`src/rtl/elevator_pkg.sv`:
```
// Shared types and floor helpers for the elevator controller.
package elevator_pkg;

    localparam int STORY_W    = 3;
    localparam int NUM_FLOORS = 3;

    localparam logic [STORY_W-1:0] FLOOR_MIN = 3'd1;
    localparam logic [STORY_W-1:0] FLOOR_MAX = 3'd3;

    typedef enum logic [2:0] {
        IDLE,
        MOVE_UP,
        MOVE_DOWN,
        DOOR_OPEN
`ifdef ELEV_TIMEOUT_EN
        ,
        FAULT
`endif
    } state_t;

    function automatic logic story_valid(input logic [STORY_W-1:0] s);
        return (s >= FLOOR_MIN) && (s <= FLOOR_MAX);
    endfunction

    // One-hot request bit for the floor reported by the sensor; zero when unknown.
    function automatic logic [NUM_FLOORS-1:0] floor_bit(input logic [STORY_W-1:0] s);
        logic [NUM_FLOORS-1:0] m;
        m = '0;
        for (int f = 1; f <= NUM_FLOORS; f++) begin
            if (s == STORY_W'(f)) m[f-1] = 1'b1;
        end
        return m;
    endfunction

    function automatic logic [NUM_FLOORS-1:0] floors_above(input logic [STORY_W-1:0] s);
        logic [NUM_FLOORS-1:0] m;
        m = '0;
        for (int f = 1; f <= NUM_FLOORS; f++) begin
            if (story_valid(s) && (STORY_W'(f) > s)) m[f-1] = 1'b1;
        end
        return m;
    endfunction

    function automatic logic [NUM_FLOORS-1:0] floors_below(input logic [STORY_W-1:0] s);
        logic [NUM_FLOORS-1:0] m;
        m = '0;
        for (int f = 1; f <= NUM_FLOORS; f++) begin
            if (story_valid(s) && (STORY_W'(f) < s)) m[f-1] = 1'b1;
        end
        return m;
    endfunction

endpackage

```
`src/rtl/elevator_timer.sv`:
```
// Saturating interval counter: load restarts the interval, expired marks its last cycle.
module elevator_timer #(
    parameter int CYCLES = 4,
    parameter int CNT_W  = 8
) (
    input  logic clk,
    input  logic rst,
    input  logic load,
    input  logic enable,
    output logic expired
);

    localparam logic [CNT_W-1:0] LAST = CNT_W'(CYCLES - 1);

    logic [CNT_W-1:0] cnt;

    always_ff @(posedge clk) begin
        if (rst) begin
            cnt <= '0;
        end else if (load) begin
            cnt <= '0;
        end else if (enable && (cnt != LAST)) begin
            cnt <= cnt + CNT_W'(1);
        end
    end

    assign expired = (cnt == LAST);

endmodule

```
`src/rtl/elevator_ctrl.sv`:
```
// Three-floor elevator controller with collective request latching.
// Define ELEV_TIMEOUT_EN to add the motion watchdog, the FAULT state and the fault port.
module elevator_ctrl
    import elevator_pkg::*;
#(
    parameter int DOOR_CYCLES  = 50_000_000,
    parameter int MOVE_TIMEOUT = 500_000_000
) (
    input  logic                  clk,
    input  logic                  rst,
    input  logic [STORY_W-1:0]    story,
    input  logic [NUM_FLOORS-1:0] call_btn,
    output logic                  motor_up,
    output logic                  motor_down,
    output logic                  door_open,
    output logic [NUM_FLOORS-1:0] pending
`ifdef ELEV_TIMEOUT_EN
    ,
    output logic                  fault
`endif
);

    // Both timers share one counter width sized for the longer interval.
    localparam int TMR_MAX = (DOOR_CYCLES > MOVE_TIMEOUT) ? DOOR_CYCLES : MOVE_TIMEOUT;
    localparam int TMR_W   = $clog2(TMR_MAX + 1);

    state_t                state, state_d;
    logic                  dir_q, dir_d;
    logic [NUM_FLOORS-1:0] pend_d, req, cur, above, below;
    logic                  story_ok;
    logic                  door_restart, door_load, door_en, door_done;

    assign story_ok = story_valid(story);
    assign cur      = floor_bit(story);
    assign above    = floors_above(story);
    assign below    = floors_below(story);
    assign req      = pending | call_btn;

    assign door_restart = (state == DOOR_OPEN) && (|(call_btn & cur));
    assign door_load    = (state_d == DOOR_OPEN) && ((state != DOOR_OPEN) || door_restart);
    assign door_en      = (state == DOOR_OPEN);

    elevator_timer #(
        .CYCLES (DOOR_CYCLES),
        .CNT_W  (TMR_W)
    ) u_door_tmr (
        .clk     (clk),
        .rst     (rst),
        .load    (door_load),
        .enable  (door_en),
        .expired (door_done)
    );

`ifdef ELEV_TIMEOUT_EN
    logic [STORY_W-1:0] story_q;
    logic               moving, wd_load, wd_expired, wd_trip;

    assign moving  = (state == MOVE_UP) || (state == MOVE_DOWN);
    assign wd_load = !moving || (story != story_q);
    assign wd_trip = moving && !wd_load && wd_expired;

    // The cycle that observes a new story is spent reloading, hence one less.
    elevator_timer #(
        .CYCLES (MOVE_TIMEOUT - 1),
        .CNT_W  (TMR_W)
    ) u_wd_tmr (
        .clk     (clk),
        .rst     (rst),
        .load    (wd_load),
        .enable  (moving),
        .expired (wd_expired)
    );
`endif

    always_comb begin
        state_d = state;
        pend_d  = pending;
        dir_d   = dir_q;
        case (state)
            IDLE: begin
                pend_d = req;
                if (story_ok) begin
                    if (|(req & cur)) begin
                        state_d = DOOR_OPEN;
                    end else if (|(req & (dir_q ? above : below))) begin
                        state_d = dir_q ? MOVE_UP : MOVE_DOWN;
                    end else if (|(req & (dir_q ? below : above))) begin
                        state_d = dir_q ? MOVE_DOWN : MOVE_UP;
                        dir_d   = ~dir_q;
                    end
                end
            end
            MOVE_UP: begin
                pend_d = req;
                if (|(req & cur)) begin
                    state_d = DOOR_OPEN;
                end else if (story == FLOOR_MAX) begin
                    state_d = IDLE;
`ifdef ELEV_TIMEOUT_EN
                end else if (wd_trip) begin
                    state_d = FAULT;
`endif
                end
            end
            MOVE_DOWN: begin
                pend_d = req;
                if (|(req & cur)) begin
                    state_d = DOOR_OPEN;
                end else if (story == FLOOR_MIN) begin
                    state_d = IDLE;
`ifdef ELEV_TIMEOUT_EN
                end else if (wd_trip) begin
                    state_d = FAULT;
`endif
                end
            end
            DOOR_OPEN: begin
                // A press for the open floor only extends the door, it never latches.
                pend_d = pending | (call_btn & ~cur);
                if (!door_restart && door_done) state_d = IDLE;
            end
`ifdef ELEV_TIMEOUT_EN
            FAULT: begin
                state_d = FAULT;
            end
`endif
            default: begin
                state_d = IDLE;
            end
        endcase
        if ((state_d == DOOR_OPEN) && (state != DOOR_OPEN)) pend_d = pend_d & ~cur;
    end

    // Outputs are decoded from the next state so they register on the same edge.
    always_ff @(posedge clk) begin
        if (rst) begin
            state      <= IDLE;
            pending    <= '0;
            dir_q      <= 1'b1;
            motor_up   <= 1'b0;
            motor_down <= 1'b0;
            door_open  <= 1'b0;
`ifdef ELEV_TIMEOUT_EN
            fault      <= 1'b0;
            story_q    <= '0;
`endif
        end else begin
            state      <= state_d;
            pending    <= pend_d;
            dir_q      <= dir_d;
            motor_up   <= (state_d == MOVE_UP);
            motor_down <= (state_d == MOVE_DOWN);
            door_open  <= (state_d == DOOR_OPEN);
`ifdef ELEV_TIMEOUT_EN
            fault      <= (state_d == FAULT);
            story_q    <= story;
`endif
        end
    end

endmodule

```
`config.mk`:
```
export PLATFORM = sky130hd
export DESIGN_NAME = elevator_ctrl
export DESIGN_NICKNAME = d
export VERILOG_FILES = /design/src/rtl/elevator_pkg.sv /design/src/rtl/elevator_timer.sv /design/src/rtl/elevator_ctrl.sv
export SDC_FILE = /design/constraint.sdc
export NUM_CORES = 1
export LEC_CHECK = 0
export ABC_AREA = 1
export CAP_MARGIN = 30
export CORE_MARGIN = 10
export CORE_UTILIZATION = 45
export DETAILED_ROUTE_END_ITERATION = 10
export DONT_BUFFER_PORTS = 1
export HOLD_SLACK_MARGIN = 0.05
export PLACE_DENSITY = 0.57
export SYNTH_ARGS = -nofsm -noshare
export SYNTH_HDL_FRONTEND = slang
export SYNTH_SLANG_ARGS = --single-unit
```
`constraint.sdc`:
```
create_clock -name clk -period 2.5 [get_ports clk]
set_clock_uncertainty 0.2 [all_clocks]
set_input_delay 0.5 -clock clk [delete_from_list [all_inputs] [get_ports clk]]
set_output_delay 0.5 -clock clk [all_outputs]
set_load 0.02 [all_outputs]
```
* Word-level counts from Yosys, hierarchy flattened
Index checks and enable logic that the tools add are counted.
** Operators by class
- Magnitude comparators :: 8
- Bitwise operators :: 12
- Muxes and demuxes :: 25
- $add $sub $neg :: 1
- Reduce and logical (&&, ||, !) cells :: 22
- Eq/ne operators :: 12
** Operator list (count)
- 3-bit two-way mux :: 12
- 29-bit by 1-bit adder with 29-bit output (second input constant) :: 1
- 29-bit by 26-bit equality test with 1-bit output (second input constant) :: 1
- 29-bit by 26-bit != test with 1-bit output (second input constant) :: 1
- 3-bit bitwise AND :: 6
- 3-bit by 2-bit equality test with 1-bit output (second input constant) :: 6
- 3-bit OR reduction :: 5
- 1-bit logical AND :: 12
- 3-bit case mux with 4 select lines :: 1
- 3-bit by 1-bit equality test with 1-bit output (second input constant) :: 3
- 1-bit two-way mux :: 9
- 2-bit by 3-bit > comparator with 1-bit output (first input constant) :: 2
- 2-bit by 3-bit < comparator with 1-bit output (first input constant) :: 2
- 3-bit bitwise OR :: 2
- 3-bit case mux with 2 select lines :: 1
- 5-bit AND reduction :: 1
- 2-bit two-way mux :: 2
- 3-bit by 1-bit greater-or-equal comparator with 1-bit output (second input constant) :: 1
- 1-bit by 3-bit > comparator with 1-bit output (first input constant) :: 1
- 3-bit by 2-bit less-or-equal comparator with 1-bit output (second input constant) :: 1
- 3-bit zero test :: 1
- 1-bit by 3-bit < comparator with 1-bit output (first input constant) :: 1
- 3-bit by 2-bit != test with 1-bit output (second input constant) :: 1
- 1-bit NOT :: 3
- other kinds (4) :: 4
** Word-level totals
- Register bits after elaboration :: 39
- Output and inout bits :: 6
- Bits of input ports :: 8
- Word-level logic and storage cells :: 87

* Longest topological paths before layout
- Depth after elaboration :: 15
- Mapped depth :: 17
- Mapped depth without buffers :: 15

* By module
From an unflattened synthesis, not the netlist that was laid out.
** Second synthesis, totals
- Cells, all modules :: 441
- Area, all modules :: 2646.3 um2
** Modules (own cells, without submodules)
- elevator_timer :: area each 1874.3 um2, instances 1, cells each 314
- elevator_ctrl :: area each 772.0 um2, instances 1, cells each 127

* Worst setup path before layout
Ideal clock, no wire load.
- Kind :: input -> register
- From :: input port story[2]
- To :: register u_door_tmr.cnt[16]
- Arrival time :: 1920 ps
- Stages :: 16
- Path slack :: 260 ps
- Path through :: inv_1 > nand3_1 > nand2_1 > inv_1 > nand2_1 > nand3_1 > inv_1 > nand3_1 > nand3_1 > nand2_1 > nand2_1 > nand3_2 > nand2_2 > buf_6 > buf_12 > nor2_4
** Between the ends
- Cells in the longest elaborated chain, start to end :: 15
- Elaborated cells between the ends (all ways) :: 54
- Those cells by class :: order compare (8); eq/ne (4); mux (21); bitwise (4); reduce/logical (17)
** RTL lines
- start: declaration :: RTL line elevator_ctrl.sv:11 : input logic [STORY_W-1:0] story,
- 3-bit by 1-bit greater-or-equal comparator with 1-bit output or 3-bit by 2-bit less-or-equal comparator with 1-bit output (tied branches) :: RTL line elevator_pkg.sv:22 : return (s >= FLOOR_MIN) && (s <= FLOOR_MAX);
- 1-bit logical AND :: RTL line elevator_pkg.sv:22
- 1-bit logical AND, on equally long branches :: RTL line elevator_pkg.sv:39, elevator_pkg.sv:48
- 1-bit two-way mux, on equally long branches :: RTL line elevator_pkg.sv:39, elevator_pkg.sv:48
- 3-bit two-way mux :: RTL line elevator_ctrl.sv:87 : end else if (|(req & (dir_q ? below : above))) begin
- 3-bit bitwise AND :: RTL line elevator_ctrl.sv:87
- 3-bit OR reduction :: RTL line elevator_ctrl.sv:87
- 3-bit two-way mux :: RTL line elevator_ctrl.sv:87
- 3-bit two-way mux :: RTL line elevator_ctrl.sv:85 : end else if (|(req & (dir_q ? above : below))) begin
- 3-bit two-way mux :: RTL line elevator_ctrl.sv:83 : if (|(req & cur)) begin
- 3-bit two-way mux :: RTL line elevator_ctrl.sv:82 : if (story_ok) begin
- 3-bit case mux with 4 select lines :: RTL line elevator_ctrl.sv:79 : case (state)
- 3-bit by 2-bit equality test with 1-bit output :: RTL line elevator_ctrl.sv:40 : assign door_load = (state_d == DOOR_OPEN) && ((state != DOOR_OPEN) || door_restart);
- 1-bit logical AND * :: RTL line elevator_ctrl.sv:40
- 2-bit OR reduction (no line) *
- end signal: assignment :: RTL line elevator_timer.sv:23 : cnt <= cnt + CNT_W'(1);
- end: declaration :: RTL line elevator_timer.sv:15 : logic [CNT_W-1:0] cnt;
Mark *: on every way between the ends. The rest lies on a longest branch, timed or not.
A chain may end at the register's enable or synchronous reset.

* Worst setup path after layout
- From :: register u_door_tmr.cnt[0]
- To :: register u_door_tmr.cnt[6]
** Between the ends
- Cells in the longest elaborated chain, start to end :: 7
- Elaborated cells between the ends (all ways) :: 10
- Those cells by class :: add/sub (1); eq/ne (3); mux (2); reduce/logical (4)
** RTL lines
- 29-bit by 26-bit equality test with 1-bit output :: RTL line elevator_timer.sv:27 : assign expired = (cnt == LAST);
- 1-bit logical AND :: RTL line elevator_ctrl.sv:120 : if (!door_restart && door_done) state_d = IDLE;
- 3-bit two-way mux :: RTL line elevator_ctrl.sv:120
- 3-bit case mux with 4 select lines :: RTL line elevator_ctrl.sv:79
- 3-bit by 2-bit equality test with 1-bit output :: RTL line elevator_ctrl.sv:40
- 1-bit logical AND :: RTL line elevator_ctrl.sv:40
- 2-bit OR reduction (no line)
Parallel ways exist; a longest one is shown, timed or not.

==> results.md <==
* Highest clock frequency the design can meet at 437 MHz
* Worst-skew pair later-pin latency at 0.29 ns
* Detailed-placement wirelength estimate at 4.43 mm
* Reg-to-reg endpoint: u_door_tmr.cnt[6]$_SDFFE_PP0P_
* Total negative slack for setup checks at 0 ns
* Syn_nets at 395
* Max Fanout on Critical Path at 14
* Synth Instances at 386
* Worst Path Class, Setup: flop to flop
* CTS clock-pin slew for the worst setup and hold paths at 0.08 ns
* Data arrival time of the worst path at 2.31 ns
* Post-route clock period utilization at 0.914
* CTS Root Cell: sky130_fd_sc_hd__clkbuf_8
* Final setup fails at 0
* Vertical die dimension at 95.2 um
* Die Wd at 95.2 um
* Static power due to leakage at 0.00111 uW
* Clock tree from TritonCTS: yes
* Final Hold Fails at 0
* Clk sinks at 39
* Synth top area share at 0.307
* GRT overflow at 0
* Antenna Violating Nets Remaining at 0
* Critical path endpoint: u_door_tmr.cnt[6]$_SDFFE_PP0P_
* Core Footprint at 5510 um^2
* Run status: completed
* Critical R2R Launch: u_door_tmr.cnt[0]$_SDFFE_PP0P_
* N_diodes at 0
* Type of the most critical hold path: input pin to flop
* Die ar. at 9060 um^2
* First-pass iteration count of the detailed router at 4
* Worst-case clock buffer depth at 2
* Total of flip-flops plus latches after synthesis at 39
* Quantity of hold-fixing buffers added after cts at 0
* Initial antenna violation count at 0
* Kind of launch point of the worst setup path: flop
* Depth of the CTS H-tree at 2
* Combined global-route utilization of all metal layers at 0.131
* Largest voltage drop on the vdd net at 0.356 mV
* Sequential element share of the synthesized area at 0.307
* Nets at 407
* Final critical path time including I/O delays and setup at 2.29 ns
* P&R area growth vs syn at 10.3%
* Setup bufs post-CTS at 0
* Netlist cell types at 32
* Flop-to-flop setup slack at 0.21 ns
* Vias per cell at 4.94
* Largest net degree at the start of global routing at 16
* Number of violations of the max-capacitance limit at 0
* Most common cell after layout, fill and taps aside: sky130_fd_sc_hd__nand2_1
* Residual DRC at 0
* GP Congestion at 0.870
* Synthesized area per cell at 6.59 um^2
* Sum of internal, switching and leakage power at 1290 uW
* Via count at 2325
* Filler Cells Inserted at 591
* Critical Path End Type: flop
* Slew Limit Fails at 0
* Iter 0 DRT Violations at 138
* RSZ-0062 raised after global routing: false
* Ports placed on the boundary at 14
* Beginning of the critical path: u_door_tmr.cnt[0]$_SDFFE_PP0P_
* Number of cells traversed by the worst hold path at 1
* Drt wl/cell at 11.8 um
* Input/output buffers at 0
* Cell type with the largest total area after synthesis: sky130_fd_sc_hd__dfxtp_1
* Area contributors post-synth: sky130_fd_sc_hd__dfxtp_1 (31%), sky130_fd_sc_hd__nand2_1 (11%), sky130_fd_sc_hd__inv_1 (9.9%)
* Via count of the first global-routing pass at 2084
* Most frequent cells in the layout: sky130_fd_sc_hd__nand2_1 (74), sky130_fd_sc_hd__inv_1 (67), sky130_fd_sc_hd__nor2_1 (58)
* Starting utilization of the core area at 0.462
* Worst-case reg-to-reg path depth at 14
* Cell area power density at 460 nW/um^2
* Final wirelength at 5.58 mm
* Number of rows created at floorplan at 27
* TritonCTS Buffers at 5
* Share of final-layout standard cells stronger than drive strength 1 at 0.128
* Syn. warnings at 0
* Synthesized cell area at 2540 um^2
* First-pass GRT wire length at 9.74 mm
* Crit path required time at 2.53 ns
-- repair_timing --
item,4_1_cts,5_1_grt
endpoints found under the setup margin,0,36
resized for setup,0,2
endpoints found under the hold margin,0,0
-- through the flow --
stage / instances / area [um^2] / hold slack, ns / util / worst slack (ns)
after floorplan: 386 / 2540 / 0.323 / - / 0.260
after global placement: 463 / 2680 / 0.346 / 0.487 / 0.0994
after detailed placement: 463 / 2680 / 0.342 / 0.487 / 0.0923
after CTS: 471 / 2800 / 0.0587 / 0.509 / 0.0707
after global routing: 471 / 2810 / 0.0569 / 0.509 / 0.0140
final: 471 / 2810 / 0.0719 / 0.509 / 0.214
-- metal layers --
layer,wire [um],vias up,track usage
met4,51,0,0.0362
met1,2930,1039,0.180
li1,-,1242,-
met5,0,-,0
met2,2360,38,0.198
met3,224,6,0.0314
-- synthesized netlist by cell type --
cell type,number
sky130_fd_sc_hd__nor2_4,12
sky130_fd_sc_hd__buf_12,1
sky130_fd_sc_hd__inv_1,67
sky130_fd_sc_hd__nand3_2,1
sky130_fd_sc_hd__xor2_1,19
sky130_fd_sc_hd__nand4_2,1
sky130_fd_sc_hd__conb_1,1
sky130_fd_sc_hd__or2_2,1
sky130_fd_sc_hd__nor3_1,16
sky130_fd_sc_hd__clkbuf_1,1
sky130_fd_sc_hd__a21oi_1,6
sky130_fd_sc_hd__buf_6,2
sky130_fd_sc_hd__buf_2,2
sky130_fd_sc_hd__ha_1,1
sky130_fd_sc_hd__o211ai_1,1
sky130_fd_sc_hd__nand3_1,28
sky130_fd_sc_hd__nand2_2,4
sky130_fd_sc_hd__inv_2,4
sky130_fd_sc_hd__a31oi_1,2
sky130_fd_sc_hd__nor2_1,59
sky130_fd_sc_hd__nor3_2,1
sky130_fd_sc_hd__o21ai_0,10
sky130_fd_sc_hd__nor2_2,2
sky130_fd_sc_hd__or4_1,1
sky130_fd_sc_hd__dfxtp_1,39
sky130_fd_sc_hd__nand4_1,17
sky130_fd_sc_hd__nor3_4,1
sky130_fd_sc_hd__nand2_4,2
sky130_fd_sc_hd__a21oi_2,1
sky130_fd_sc_hd__xnor2_1,3
sky130_fd_sc_hd__nand2_1,74
sky130_fd_sc_hd__nor4_1,6
-- flip-flops by register name, summed over array words and instances (netlist names) --
name            flops
u_door_tmr.cnt     29
pending             3
state               3
dir_q               1
door_open           1
motor_down          1
motor_up            1
-- power by group --
part	leakage, uW	internal (uW)	switching [uW]
logic	0.000738	36.3	67.4
clock network	0.0000612	323	221
registers	0.000316	629	12.6
total	0.00111	988	301
-- cell type report --
class	count	area, um^2	share of cell area
clock buffers	6	82.6	0.0294
clock inverters	2	35.0	0.0125
inverters	71	267	0.0950
multi-input cells	270	1440	0.514
flip-flops and latches	39	782	0.279
well taps	72	90.1	0.0321
repair buffers	11	108	0.0384
-- cells by family after synthesis --
kind of cell | after synthesis | synth area share
flops | 39 | 0.307
other cells | 1 | 0.00147
fa+ha+maj | 1 | 0.00492
buf+inv | 77 | 0.127
simple gates | 226 | 0.441
xor+xnor | 22 | 0.0758
compound gates | 20 | 0.0428
-- critical path, cell delays in order, from the launching register on --
cell and delay [ns]:
sky130_fd_sc_hd__dfxtp_2 0.38, sky130_fd_sc_hd__ha_1 0.17, sky130_fd_sc_hd__nand2_1 0.09, sky130_fd_sc_hd__nor2_2 0.16, sky130_fd_sc_hd__nand4_1 0.12, sky130_fd_sc_hd__nor2_2 0.18
sky130_fd_sc_hd__nand2_1 0.08, sky130_fd_sc_hd__nand2_2 0.12, sky130_fd_sc_hd__nand3_1 0.09, sky130_fd_sc_hd__nor2_1 0.10, sky130_fd_sc_hd__nand2_1 0.10, sky130_fd_sc_hd__nand3_2 0.08
sky130_fd_sc_hd__nand2_2 0.09, sky130_fd_sc_hd__buf_12 0.17, sky130_fd_sc_hd__nor2_1 0.09
-- how the worst min path moves through the flow --
stage	startpoint	endpoint	slack (ns)
after global routing	rst	state[1]$_SDFF_PP0_	0.06
final	rst	state[1]$_SDFF_PP0_	0.07
after floorplan	u_door_tmr.cnt[22]$_SDFFE_PP0P_	u_door_tmr.cnt[22]$_SDFFE_PP0P_	0.32
after detailed placement	pending[2]$_SDFF_PP0_	pending[2]$_SDFF_PP0_	0.34
after CTS	rst	state[1]$_SDFF_PP0_	0.06
after global placement	pending[2]$_SDFF_PP0_	pending[2]$_SDFF_PP0_	0.35
Note: power is estimated with default switching activity, not from simulation.
